==> src/rtl/word_splitter_tagged.sv <==
// rtl/word_splitter_tagged.sv - splits 32-bit words into two tagged 16-bit samples, upper half first
// req/ack on both sides; the stream tag runs round-robin over NR_STREAMS independent of word boundaries.
module word_splitter_tagged #(
  parameter int DWIDTH         = 16,
  parameter int C_SLV_DWIDTH   = 32,
  parameter int NR_STREAMS     = 36,
  parameter int NR_STREAMS_LOG = 6
) (
  input  logic                      clk,
  input  logic                      rst,
  output logic                      in_req,
  input  logic                      in_ack,
  input  logic [0:C_SLV_DWIDTH-1]   in_data,
  output logic                      out_req,
  input  logic                      out_ack,
  output logic [0:DWIDTH-1]         out_data,
  output logic [NR_STREAMS_LOG-1:0] out_stream,
  output logic                      out_last
);

  if (C_SLV_DWIDTH != 2 * DWIDTH) begin : g_bad_width
    $error("C_SLV_DWIDTH must equal 2*DWIDTH");
  end
  if (NR_STREAMS < 1) begin : g_bad_streams
    $error("NR_STREAMS must be at least 1");
  end
  if ((64'd1 << NR_STREAMS_LOG) < 64'(NR_STREAMS)) begin : g_bad_log
    $error("NR_STREAMS_LOG too small for NR_STREAMS");
  end

  localparam logic [NR_STREAMS_LOG-1:0] LAST_TAG = NR_STREAMS_LOG'(NR_STREAMS - 1);

  typedef enum logic [1:0] {S_EMPTY, S_HI, S_LO} state_t;

  state_t                    r_state;
  logic [0:DWIDTH-1]         r_word_lo;
  logic [0:DWIDTH-1]         r_out_data;
  logic                      r_out_req;
  logic [NR_STREAMS_LOG-1:0] r_stream;
  logic                      r_last;

  logic [NR_STREAMS_LOG-1:0] w_stream_next;
  logic                      w_last_next;
  logic                      w_in_req;

  // r_stream doubles as the frame counter: it always holds the tag of the sample being presented.
  assign w_stream_next = (r_stream == LAST_TAG) ? '0 : r_stream + NR_STREAMS_LOG'(1);
  assign w_last_next   = (w_stream_next == LAST_TAG);

  always_comb begin
    w_in_req = 1'b0;
    if (!rst) begin
      case (r_state)
        S_EMPTY: w_in_req = 1'b1;
        S_LO:    w_in_req = out_ack;
        default: w_in_req = 1'b0;
      endcase
    end
  end

  always_ff @(posedge clk or posedge rst) begin
    if (rst) begin
      r_state    <= S_EMPTY;
      r_word_lo  <= '0;
      r_out_data <= '0;
      r_out_req  <= 1'b0;
      r_stream   <= '0;
      r_last     <= (NR_STREAMS == 1);
    end else begin
      case (r_state)
        S_EMPTY: begin
          if (in_ack) begin
            r_word_lo  <= in_data[DWIDTH:C_SLV_DWIDTH-1];
            r_out_data <= in_data[0:DWIDTH-1];
            r_out_req  <= 1'b1;
            r_state    <= S_HI;
          end
        end
        S_HI: begin
          if (out_ack) begin
            r_out_data <= r_word_lo;
            r_stream   <= w_stream_next;
            r_last     <= w_last_next;
            r_state    <= S_LO;
          end
        end
        S_LO: begin
          if (out_ack) begin
            r_stream <= w_stream_next;
            r_last   <= w_last_next;
            if (in_ack) begin
              r_word_lo  <= in_data[DWIDTH:C_SLV_DWIDTH-1];
              r_out_data <= in_data[0:DWIDTH-1];
              r_state    <= S_HI;
            end else begin
              r_out_req <= 1'b0;
              r_state   <= S_EMPTY;
            end
          end
        end
        default: begin
          r_out_req <= 1'b0;
          r_state   <= S_EMPTY;
        end
      endcase
    end
  end

  assign in_req     = w_in_req;
  assign out_req    = r_out_req;
  assign out_data   = r_out_data;
  assign out_stream = r_stream;
  assign out_last   = r_last;

endmodule

==> config.mk <==
export PLATFORM = sky130hd
export DESIGN_NAME = word_splitter_tagged
export DESIGN_NICKNAME = d
export VERILOG_FILES = /design/src/rtl/word_splitter_tagged.sv
export SDC_FILE = /design/constraint.sdc
export NUM_CORES = 1
export LEC_CHECK = 0
export CORE_ASPECT_RATIO = 0.5
export CORE_MARGIN = 10
export CORE_UTILIZATION = 25
export CTS_BUF_LIST = sky130_fd_sc_hd__clkbuf_4 sky130_fd_sc_hd__clkbuf_8
export DETAILED_ROUTE_END_ITERATION = 10
export PLACE_DENSITY_LB_ADDON = 0.2
export SYNTH_ARGS = -nofsm -noshare
export SYNTH_HDL_FRONTEND = slang
export SYNTH_SLANG_ARGS = --single-unit
==> constraint.sdc <==
create_clock -name clk -period 4.93 [get_ports clk]
set_input_delay 0.986 -clock clk [delete_from_list [all_inputs] [get_ports clk]]
set_output_delay 0.986 -clock clk [all_outputs]
set_load 0.05 [all_outputs]
==> impl_metrics.env, run 1 <==
export IMPL_status="completed"
export IMPL_start_kind="input port"
export IMPL_ys_flop_type="dfrtp_1"
export IMPL_drc=0
export IMPL_num_vias=1478
export IMPL_arrival_ps=2660
export IMPL_seqPwrFrac_pct=32.3
export IMPL_seq_area_frac_synth_pct=53.0
export IMPL_clock_latency_ps=300
export IMPL_grt_usage_pct=8.28
export IMPL_path_class="input port to output port"
export IMPL_min_to="out_last"
export IMPL_post_drt_wl_per_cell_um=14.3
export IMPL_switching_share_pct=45.6
export IMPL_slowest_delay_ps=810
export IMPL_synth_area_per_cell_sq_um=11.1
export IMPL_finalWorstSetupSlack_ps=1290
export IMPL_cts_tree="built"
export IMPL_clock_skew_ps=8.98
export IMPL_power_leakage_nw=1.14
export IMPL_ys_async_sr_fraction_pct=100
export IMPL_synth_area_leader_cell="dfrtp_1"
export IMPL_fin_tns_setup_ps=0
export IMPL_initialDrtViolationCount=55
export IMPL_layout_min_cycle_time_ps=3640
export IMPL_cts_buffer_depth=2
export IMPL_grt_pass1_wl_mm=8.20
export IMPL_ir_drop_mv=0.190
export IMPL_dr_pass1_iters=4
export IMPL_pre_cts_ws_ps=1280
export IMPL_die_x_um=146
export IMPL_p_int_mw=1.07
export IMPL_cts_root_buffer="clkbuf_8"
export IMPL_hp_start="out_last"
export IMPL_pwr_share_clk_pct=14.7
export IMPL_nFillCells=747
export IMPL_p_per_area_nw_per_um2=702
export IMPL_r2r_end="out_data[11]"
export IMPL_dp_hpwl_mm=3.56
export IMPL_synth_cell_type_count=26
export IMPL_cap_viol_max_count=0
export IMPL_hold_violations=0
export IMPL_end_kind="output port"
export IMPL_reg2reg_depth=6
export IMPL_worst_path_max_fanout=9
export IMPL_period_share_pct=73.9
export IMPL_synth_most_common_cell="dfrtp_1"
export IMPL_crit_reg2reg_launch="r_state[1]"
export IMPL_holdWs_ps=479
export IMPL_dp_cells=339
export IMPL_rsz0062_at_grt="false"
export IMPL_slew_viol_final=0
export IMPL_pwr_share_comb_pct=53.0
export IMPL_r2r_slack_ps=2340
export IMPL_worst_pin_slew_ps=1170
export IMPL_synth_edff_count=0
export IMPL_grt_start_max_net_pins=43
export IMPL_syn_area_sq_um=1980
export IMPL_htreeDepth=2
export IMPL_num_io_pins=61
export IMPL_ys_warn_count=0
export IMPL_final_nets=280
export IMPL_core_area_sq_um=7510
export IMPL_synth_common_cells="42 x dfrtp_1, 24 x o21ai_0, 23 x nand2_1, 17 x mux2_2, 16 x mux2i_1"
export IMPL_gp_congestion=0.678
export IMPL_fp_dieH_um=83.0
export IMPL_cp_slowest_cell="clkdlybuf4s50_1"
export IMPL_synth_seq_cells=42
export IMPL_initial_core_util_pct=26.4
export IMPL_hold_path_class="flip-flop to flip-flop"
export IMPL_final_cell_count_no_fill=347
export IMPL_cp_data_required_time_ps=3940
export IMPL_portBuffers=60
export IMPL_antenna_found_initial=0
export IMPL_crit_chain="clkdlybuf4s50_1 -> a21oi_1 -> nor2_1 -> clkdlybuf4s50_1"
export IMPL_fmax_mhz=275
export IMPL_numCtsBuffers=5
export IMPL_hold_path_depth=2
export IMPL_synth_area_leaders="dfrtp_1 53%, mux2_2 9.7%, mux2i_1 8.1%"
export IMPL_rows=22
export IMPL_netSwitchingPower_mw=0.897
export IMPL_routed_wl_mm=4.98
export IMPL_vias_per_cell=4.26
export IMPL_ant_nets=0
export IMPL_postCtsSetupRepairBufs=0
export IMPL_grt_pass1_vias=1517
export IMPL_syn_num_nets=220
export IMPL_die_area_sq_um=12100
export IMPL_cts_hold_buffers=0
export IMPL_clk_pin_slew_worst_paths_ps=90
export IMPL_worst_path_most_repeated_cell="clkdlybuf4s50_1"
export IMPL_cts_sinks=42
export IMPL_synthCells=178
export IMPL_gr_total_overflow=0
export IMPL_synthDominantCellAreaShare_pct=53.0
export IMPL_synthToLayoutAreaGrowth_pct=41.1
export IMPL_relSlewSlack_pct=22.0
export IMPL_diodes=0
export IMPL_drive_gt1_share_pct=12.1
export IMPL_cts_resized=0
export IMPL_setup_viol=0
per-stage QoR:
step	power, mW	util [%]	instance area, sq um
after floorplan	1.37	-	1980
after global placement	1.68	35.7	2690
after detailed placement	1.70	35.7	2690
after CTS	2.00	37.2	2800
after global routing	2.10	37.2	2800
final	1.96	37.2	2800
per-layer routing:
| metal | up-vias | GRT usage, % | routed length (um) |
|---|---|---|---|
| met3 | 4 | 3.14 | 235 |
| met2 | 23 | 14.3 | 2580 |
| met4 | 0 | 2.72 | 51 |
| li1 | 735 | - | - |
| met5 | - | 0 | 0 |
| met1 | 716 | 9.21 | 2110 |
cells by family after synthesis:
| logic type | after synthesis | share of synthesized area [%] |
|---|---|---|
| muxes | 33 | 17.7 |
| DFF | 42 | 53.0 |
| xor gates and xnor gates | 5 | 2.21 |
| and+or+nand+nor | 36 | 7.95 |
| buffers and inverters | 17 | 4.29 |
| adders and majority gates | 6 | 3.79 |
| AOI/OAI and AO/OA | 39 | 11.0 |
registers in the layout, summed over array words and instances (netlist names):
signal and cells:
out_data 16, out_last 1, out_req 1, r_word_lo 16
out_stream 6, r_state 2
how the worst max path moves through the flow:
stage	to	from	cells after the start	slack (ps)
finish	in_req	out_ack	4	1290
global placement	in_req	out_ack	4	1320
detailed placement	in_req	out_ack	4	1280
global route	in_req	out_ack	4	1200
CTS	in_req	out_ack	4	1270
floorplan	in_req	out_ack	3	2090
final cells by class:
cell class,count,area (sq um),area share (%)
flip-flops and latches,42,1050,37.6
multi-input cells,119,853,30.5
repair buffers,62,616,22.0
well taps,108,135,4.83
clock buffers,5,68.8,2.46
clock inverters,3,43.8,1.57
inverters,8,30.0,1.07
power by group through the flow:
stage,registers [mW],clock network [mW],logic (mW)
6_report,0.635,0.289,1.04
3_3_place_gp,0.636,0,1.05
2_1_floorplan,0.927,0,0.441
4_1_cts,0.637,0.298,1.06
3_5_place_dp,0.642,0,1.06
5_1_grt,0.665,0.311,1.12
worst max-delay path: cells and delay by family:
kind                   cells  cell delay [ps]
buffers and inverters      2             1450
AO/OA/AOI/OAI              1              120
AND/OR/NAND/NOR            1              100
cells in the final DEF, fill, tap and decap left out, types with 5 or more instances in the layout:
cell type / synthesis / layout
clkbuf_8: 1 / 5
nor2_1: 5 / 5
mux2_2: 17 / 17
clkdlybuf4s50_1: 0 / 60
nand2_1: 23 / 23
inv_1: 8 / 7
mux2i_1: 16 / 16
a21oi_1: 7 / 7
dfrtp_1: 42 / 42
xnor2_1: 5 / 5
o21ai_0: 24 / 24
ha_1: 6 / 6
Power figures use the tool's default switching activity.
==> run 2, diff against run 1 <==
==> constraint.sdc (replaced) <==
create_clock -name clk -period 3.6 [get_ports clk]
set_input_delay 0.72 -clock clk [delete_from_list [all_inputs] [get_ports clk]]
set_output_delay 0.72 -clock clk [all_outputs]
set_load 0.05 [all_outputs]
==> run 2 against run 1 <==
Compared with the run above: clock-buffer cell count is 1 higher; non-clock buffer count is 1 higher; first-iteration DRC count is 18% lower; combinational power is 38% higher; worst setup slack worse by 800 ps; highest routed layer unchanged.
==> impl_metrics.env, run 2 (synthesized netlist as in run 1, its figures left out) <==
export IMPL_p_per_area_nw_per_um2=939
export IMPL_final_common_cell="clkdlybuf4s50_1"
export IMPL_mostFrequentLayoutCells="60 x clkdlybuf4s50_1, 42 x dfrtp_1, 24 x o21ai_0, 23 x nand2_1, 17 x mux2_2"
export IMPL_critPathTopFamily="buffers and inverters"
export IMPL_grt_pass1_wl_mm=8.15
export IMPL_ant_nets=0
export IMPL_num_io_pins=61
export IMPL_cts_hold_buffers=0
export IMPL_final_nets=281
export IMPL_cap_viol_max_count=0
export IMPL_postCtsSetupRepairBufs=0
export IMPL_numCtsBuffers=5
export IMPL_die_area_sq_um=12100
export IMPL_utilization_pct=37.0
export IMPL_drive_gt1_share_pct=12.5
export IMPL_num_vias=1470
export IMPL_dr_pass1_iters=4
export IMPL_power_leakage_nw=1.13
export IMPL_relSlewSlack_pct=37.2
export IMPL_worst_path_max_fanout=9
export IMPL_end_kind="output port"
export IMPL_fp_dieH_um=83.0
export IMPL_grt_start_max_net_pins=26
export IMPL_grt_usage_pct=8.29
export IMPL_path_class="input port to output port"
export IMPL_cts_sinks=42
export IMPL_clock_skew_ps=4.93
export IMPL_status="completed"
export IMPL_worst_pin_slew_ps=936
export IMPL_cp_data_required_time_ps=2880
export IMPL_critPathLaunch="out_ack"
export IMPL_gp_congestion=0.695
export IMPL_dp_hpwl_mm=3.74
export IMPL_cts_root_buffer="clkbuf_8"
export IMPL_period_share_pct=86.3
export IMPL_cts_tree="built"
export IMPL_initialDrtViolationCount=45
export IMPL_post_drt_wl_per_cell_um=14.3
export IMPL_die_x_um=146
export IMPL_core_area_sq_um=7510
export IMPL_portBuffers=60
export IMPL_rsz0062_at_grt="false"
export IMPL_setup_viol=0
export IMPL_routed_wl_mm=4.99
export IMPL_slowest_delay_ps=810
export IMPL_gr_total_overflow=0
export IMPL_ir_drop_mv=0.286
export IMPL_layout_min_cycle_time_ps=3110
export IMPL_arrival_ps=2390
export IMPL_hp_start="out_last"
export IMPL_htreeDepth=2
export IMPL_crit_chain="clkdlybuf4s50_1 -> a21oi_1 -> nor2_1 -> clkdlybuf4s50_1"
export IMPL_diodes=0
export IMPL_clock_latency_ps=300
export IMPL_hold_violations=0
export IMPL_cp_buffers_inverters=2
export IMPL_rows=22
export IMPL_hold_path_class="flip-flop to flip-flop"
export IMPL_clk_pin_slew_worst_paths_ps=80
export IMPL_vias_per_cell=4.22
export IMPL_nFillCells=744
export IMPL_fmax_mhz=322
export IMPL_cts_buffer_depth=2
export IMPL_worst_path_most_repeated_cell="clkdlybuf4s50_1"
export IMPL_cp_slowest_cell="clkdlybuf4s50_1"
export IMPL_crit_reg2reg_launch="r_state[1]"
export IMPL_finalWorstSetupSlack_ps=493
export IMPL_synthToLayoutAreaGrowth_pct=40.3
export IMPL_grt_pass1_vias=1542
export IMPL_pre_cts_ws_ps=501
export IMPL_drc=0
export IMPL_slew_viol_final=0
export IMPL_cts_resized=0
export IMPL_initial_core_util_pct=26.4
export IMPL_fin_tns_setup_ps=0
export IMPL_start_kind="input port"
export IMPL_antenna_found_initial=0
run 2: changes by cell type in the layout (fill, tap and decap cells not counted):
cell / previous run / this run
clkinv_4: 0 / 1
clkbuf_4: 0 / 1
buf_4: 2 / 3
bufinv_16: 1 / 0
inv_6: 1 / 0
run 2: worst paths after layout:
check	to	cells past startpoint	slack (ps)
max in group asynchronous	out_data[4]	3	2050
worst min-delay path	out_last	2	480
worst max register to register	out_data[2]	7	1210
min in group asynchronous	out_stream[1]	2	840
worst min register to register	out_last	2	480
worst max-delay path	in_req	4	490
run 2: area by class of cell:
class / count / area [sq um] / area share [%]
Tap cell: 108 / 135 / 4.86
Sequential cell: 42 / 1050 / 37.8
Clock buffer: 6 / 76.3 / 2.74
Clock inverter: 2 / 13.8 / 0.495
Multi-Input combinational cell: 119 / 853 / 30.7
Inverter: 8 / 30.0 / 1.08
Timing Repair Buffer: 63 / 623 / 22.4
run 2: through the flow:
step                      area [sq um]  std cells  power (mW)  hold WS (ps)
after global placement            2690        340        2.31           462
after floorplan                   1980        178        1.87           479
final                             2780        348        2.61           483
after detailed placement          2690        340        2.33           472
after global routing              2780        348        2.80           507
after CTS                         2780        348        2.65           492
run 2: metal layers:
metal | part of all wire, % | track usage, % | up-vias
met5 | 0 | 0 | -
met4 | 1.5 | 2.99 | 0
met3 | 5.0 | 3.19 | 10
met2 | 51 | 14.3 | 24
met1 | 42 | 9.12 | 698
li1 | - | - | 738
run 2: worst min-delay path, delay by kind of cell (launching register included):
kind	cells	cell delay, ps
flip-flops	1	350
AO/OA/AOI/OAI	1	50
AND/OR/NAND/NOR	1	50
run 2: where the power goes:
| group | switching (mW) | total (mW) | leakage (nW) | internal [mW] |
|---|---|---|---|---|
| sequential | 0.171 | 0.873 | 0.509 | 0.703 |
| clock | 0.169 | 0.314 | 0.0486 | 0.145 |
| combinational | 0.876 | 1.43 | 0.577 | 0.550 |
